File: config.mk
export PLATFORM = sky130hd
export DESIGN_NAME = serial_add_sequencer
export DESIGN_NICKNAME = d
export VERILOG_FILES = /design/src/rtl/serial_add_sequencer.sv
export SDC_FILE = /design/constraint.sdc
export NUM_CORES = 1
export LEC_CHECK = 0
export CAP_MARGIN = 25
export CORE_ASPECT_RATIO = 1.25
export CORE_MARGIN = 2
export CORE_UTILIZATION = 41
export DETAILED_ROUTE_END_ITERATION = 12
export MAX_ROUTING_LAYER = met4
export PLACE_DENSITY = 0.79
export SLEW_MARGIN = 20
export SYNTH_ARGS = -nofsm -noshare
export SYNTH_HDL_FRONTEND = slang
export SYNTH_SLANG_ARGS = --single-unit
File: constraint.sdc
create_clock -name clk -period 1.15 [get_ports clk]
set_input_delay 0.23 -clock clk [delete_from_list [all_inputs] [get_ports clk]]
set_output_delay 0.23 -clock clk [all_outputs]
set_load 0.02 [all_outputs]
File: src/rtl/serial_add_sequencer.sv
// Bit-serial sequencer that drives an external combinational full adder LSB-first.
// Define SERIAL_ADD_OVF_EN to register two's-complement overflow; otherwise ovf is tied low.
module serial_add_sequencer #(
    parameter int WIDTH = 4
) (
    input  logic             clk,
    input  logic             rst_n,
    input  logic             start,
    input  logic [WIDTH-1:0] op_a,
    input  logic [WIDTH-1:0] op_b,
    input  logic             cin_init,
    output logic             fa_a,
    output logic             fa_b,
    output logic             fa_cin,
    input  logic             fa_sum,
    input  logic             fa_cout,
    output logic             busy,
    output logic             done,
    output logic [WIDTH-1:0] result,
    output logic             carry_out,
    output logic             ovf
);

    localparam int CW = $clog2(WIDTH);

    typedef enum logic [1:0] {
        IDLE  = 2'd0,
        SHIFT = 2'd1,
        DONE  = 2'd2
    } state_t;

    state_t           state;
    state_t           state_next;
    logic [WIDTH-1:0] sa;
    logic [WIDTH-1:0] sb;
    logic             cr;
    logic [CW-1:0]    count;
    logic             accept;
    logic             last_bit;

    assign accept   = (state == IDLE) && start;
    assign last_bit = (state == SHIFT) && (count == CW'(WIDTH - 1));

    // NOTE: sequential state uses non-blocking assignments so every flop samples pre-edge values.
    always_ff @(posedge clk or negedge rst_n) begin
        if (!rst_n) begin
            state <= IDLE;
        end else begin
            state <= state_next;
        end
    end

    // NOTE: default assignment first keeps this block free of inferred latches.
    always_comb begin
        state_next = state;
        case (state)
            IDLE:    if (start) state_next = SHIFT;
            SHIFT:   if (last_bit) state_next = DONE;
            DONE:    state_next = IDLE;
            default: state_next = IDLE;
        endcase
    end

    always_comb begin
        busy   = 1'b0;
        done   = 1'b0;
        fa_a   = 1'b0;
        fa_b   = 1'b0;
        fa_cin = 1'b0;
        case (state)
            SHIFT: begin
                busy   = 1'b1;
                fa_a   = sa[0];
                fa_b   = sb[0];
                fa_cin = cr;
            end
            DONE:    done = 1'b1;
            default: ;
        endcase
    end

    // Operand shifters, carry loop and bit counter.
    always_ff @(posedge clk or negedge rst_n) begin
        if (!rst_n) begin
            sa    <= '0;
            sb    <= '0;
            cr    <= 1'b0;
            count <= '0;
        end else if (accept) begin
            sa    <= op_a;
            sb    <= op_b;
            cr    <= cin_init;
            count <= '0;
        end else if (state == SHIFT) begin
            sa    <= sa >> 1;
            sb    <= sb >> 1;
            cr    <= fa_cout;
            count <= count + 1'b1;
        end
    end

    // Sum bits enter at the MSB so the first (LSB) sum bit lands in bit 0 after WIDTH shifts.
    always_ff @(posedge clk or negedge rst_n) begin
        if (!rst_n) begin
            result    <= '0;
            carry_out <= 1'b0;
        end else if (accept) begin
            result    <= '0;
            carry_out <= 1'b0;
        end else if (state == SHIFT) begin
            result <= {fa_sum, result[WIDTH-1:1]};
            if (last_bit) carry_out <= fa_cout;
        end
    end

`ifdef SERIAL_ADD_OVF_EN
    // On the MSB step fa_cin is the carry into the sign bit.
    always_ff @(posedge clk or negedge rst_n) begin
        if (!rst_n) begin
            ovf <= 1'b0;
        end else if (accept) begin
            ovf <= 1'b0;
        end else if (last_bit) begin
            ovf <= fa_cin ^ fa_cout;
        end
    end
`else
    assign ovf = 1'b0;
`endif

endmodule

* Yosys cells after proc, flatten, opt, wreduce, memory -nomap -nowiden
Index checks and enable logic that the tools add are counted.
Word-level totals: memories kept 0, bits in writable memories 0, bits in latches 0, output and inout port bits 11, bits in registers 18, memory bits (read-only) 0, input bits 14
Cells by class: add/sub/neg operators 1, equality and inequality tests 5, multiplexer cells 21, shifts and indexed selects 0, $lt $le $gt $ge 0, bitwise gates (word level) 0, multiply operators 0, divide/modulo/power cells 0, reduce and logical (&&, ||, !) cells 7
Operator list (count):
- 2-to-1 mux 4 bit | 6
- 2-to-1 mux 1 bit | 10
- 2-to-1 mux 2 bit | 4
- equality test 2 bit (second input constant) | 2
- inequality test 2 bit (second input constant) | 2
- case mux 2 bit (2 select lines) | 1
- AND reduction 2 bit | 2
- nonzero test 2 bit | 2
- adder 2 x 1 -> 2 bit (second input constant) | 1
- equality test 2 x 1 -> 1 bit (second input constant) | 1
- logical AND 1 bit | 2
- logical NOT 2 bit | 1

* Longest topological paths before layout
depth in word-level cells 5, mapped depth 4

* Worst setup path after synthesis
Ideal clock, no wire load.
path kind reg2out, start point register state[0], end point output port fa_a, arrival 1.229 ns, cell stages (with the launch flop) 5, setup slack -0.309 ns, required time 0.920 ns, cell sequence dfrtp_1 > nand2b_1 > buf_4 > clkinv_1 > and2_1
On the way: word-level cells in the longest chain between the ends 2
RTL lines:
- start: declaration | RTL line 32 | state_t state;
- start signal: assignment | RTL line 49 | state <= state_next;
- equality test 2 x 1 -> 1 bit | RTL line 70 | case (state)
- 2-to-1 mux 1 bit | RTL line 70
- end: declaration | RTL line 12 | output logic fa_a,
No other way between the ends.

* Worst setup path after layout
start point register state[0], end point output port fa_b
On the way: word-level cells in the longest chain between the ends 2
RTL lines:
- equality test 2 x 1 -> 1 bit | RTL line 70
- 2-to-1 mux 1 bit | RTL line 70
- end: declaration | RTL line 13 | output logic fa_b,
No other way between the ends.

==> results.tsv <==
metric	value	unit
status	complete, but fails checks	
violations	negative setup slack	
crit_path_start_kind	flop	
finalSetupViolations	15	
design_area	1400	um2
first_pass_iters	4	
rrSetupSlack	-0.18	ns
critPathRequiredTime	0.92	ns
fin_nets	128	
grt_first_pass_wirelength	3.51	mm
setup_ws	-0.272	ns
skew	0.0104	ns
synth_area	851	um2
die_x	44.7	um
routedWlPerCell	16.3	um
synth_edf_count	0	
die_area	2460	um2
cp_slowest_cell	dfrtp_2	
whs	0.250	ns
cts_tree	done	
final_layout_size_suffix_gt1_frac	0.527	
path_cells	nand2b_4 -> clkinv_8 -> and2_4 -> buf_6	
yosysMostFrequentCell	dfrtp_1	
antenna_found_initial	0	
num_antenna_cells	0	
synth_ff_type	dfrtp_1	
io_pins	25	
power.leakage	0.653	nW
avgSynthCellArea	12.9	um2
power	4.04	mW
vias_per_cell	5.76	
rr_startpoint	state[1]	
hpwl	1.42	mm
htree_levels	1	
netlist_instances	66	
async_flop_share	1.00	
route.vias.total	760	
cts_buffers	3	
rows	18	
grt_max_degree	19	
gp_congestion	0.691	
pre_cts_slack	-0.506	ns
finalNonFillerCells	132	
finalSetupTns	-2.76	ns
track_usage	0.209	
n_fill_cell	149	
clock_latency	0.30	ns
cp_slowest_stage_delay	0.46	ns
yosysWarnings	0	
crit_family	flip-flops	
start_util	0.434	
placed_cells	120	
root_buffer	clkbuf_4	
r2r-end	sa[0]	
cts.sink_count	18	
synth.distinct_cells	26	
layout_worst_path_cycle_share	1.24	
reg2regPathDepth	3	
max_freq	703	MHz
synth_top_cell_by_area	dfrtp_1	
path_clk_slew	0.11	ns
hold_viol	0	
portBuffers	23	
slew_violations	0	
dr.first_iter.drc_count	16	
drc	0	
syn_to_final_growth	64.3	%
end_kind	output port	
fin_util	0.713	
ant_nets	0	
arrival	1.19	ns
syn_nets	81	
ys_seq_area_frac	0.529	
placed_cell_area	1210	um2
min_path_type	primary input to asynchronous set/reset pin	
post-synth-top-area-fraction	0.529	
ys_top_cells_by_area	dfrtp_1, o221a_2, a22o_1, or4b_1, or4b_2	
path_class	flop to output port	
rsz0062_at_grt	true	
ir_worst_vdd	1380	uV
power_density	2890	nW/um2
core_area	1960	um2
ys_seq_elements	18	
dieHeight	54.9	um
path_buf_inv	2	
routed_wl	2.15	mm
crit_fanout	5	
min_period	1.42	ns
grt_pass1_vias	736	
cts_buffer_depth	2	
yosys-top-cells-count	dfrtp_1, o221a_2, a22o_1	
max_cap_viol_count	0	
grt.overflow.total	0	
## final cells by class
class	instances	area, um2	area share
Clock buffer	4	36.3	0.0260
Tap cell	20	25.0	0.0179
Multi-Input combinational cell	41	459	0.329
Sequential cell	18	452	0.323
Inverter	2	20.0	0.0143
Timing Repair Buffer	47	405	0.290
## repair_timing
action | in CTS | in global routing
gates resized for setup | 67 | 7
endpoints found under the setup margin | 25 | 21
gates cloned | 2 | 0
pin swaps | 9 | 6
hold endpoints to repair | 0 | 0
setup buffers | 3 | 3
hold buffers | 0 | 0
## cells by family after synthesis
| kind of cell | after synthesis | share of synthesized area |
|---|---|---|
| and+or+nand+nor | 19 | 0.181 |
| adders and majority gates | 1 | 0.0147 |
| buffers and inverters | 8 | 0.0573 |
| DFF | 18 | 0.529 |
| muxes | 1 | 0.0118 |
| other | 1 | 0.00441 |
| AOI/OAI and AO/OA | 18 | 0.201 |
## where the power goes
part	switching (mW)	leakage (nW)	total (mW)	internal [mW]
clock	0.204	0.0210	0.397	0.193
combinational	1.06	0.410	2.51	1.45
sequential	0.201	0.222	1.13	0.925
## flip-flops by register name, indices dropped and copies added (netlist names)
name / count
result: 4
sa: 4
cr: 1
carry_out: 1
sb: 4
count: 2
state: 2
## cells in the final DEF, fill, tap and decap left out, types with 2 or more instances in the layout
| master | instances |
|---|---|
| clkdlybuf4s50_1 | 12 |
| buf_4 | 20 |
| nor3b_1 | 2 |
| a22o_1 | 5 |
| o221a_4 | 3 |
| or4b_1 | 4 |
| or4b_4 | 3 |
| dfrtp_1 | 17 |
| clkbuf_4 | 3 |
| buf_6 | 9 |
| a211o_1 | 2 |
| buf_2 | 5 |
| and2_4 | 3 |
| o21ba_4 | 2 |
| o221a_2 | 4 |
## worst max path at each step
stage                         from  endpoint  slack, ns  depth (start not counted)
after global routing      state[0]      fa_b      -0.32                          4
after floorplan           state[0]     sa[0]      -0.15                          2
after detailed placement  state[1]      fa_b      -0.51                          4
after global placement    state[1]    fa_cin      -0.46                          4
final                     state[0]      fa_b      -0.27                          4
after CTS                 state[0]      fa_b      -0.28                          4
## metal layers
layer	up-vias	part of all wire	track usage
li1	349	-	-
met1	363	0.42	0.245
met2	37	0.49	0.345
met3	11	0.064	0.0325
met4	0	0.032	0.111
met5	-	0	-
Power figures use the tool's default switching activity.
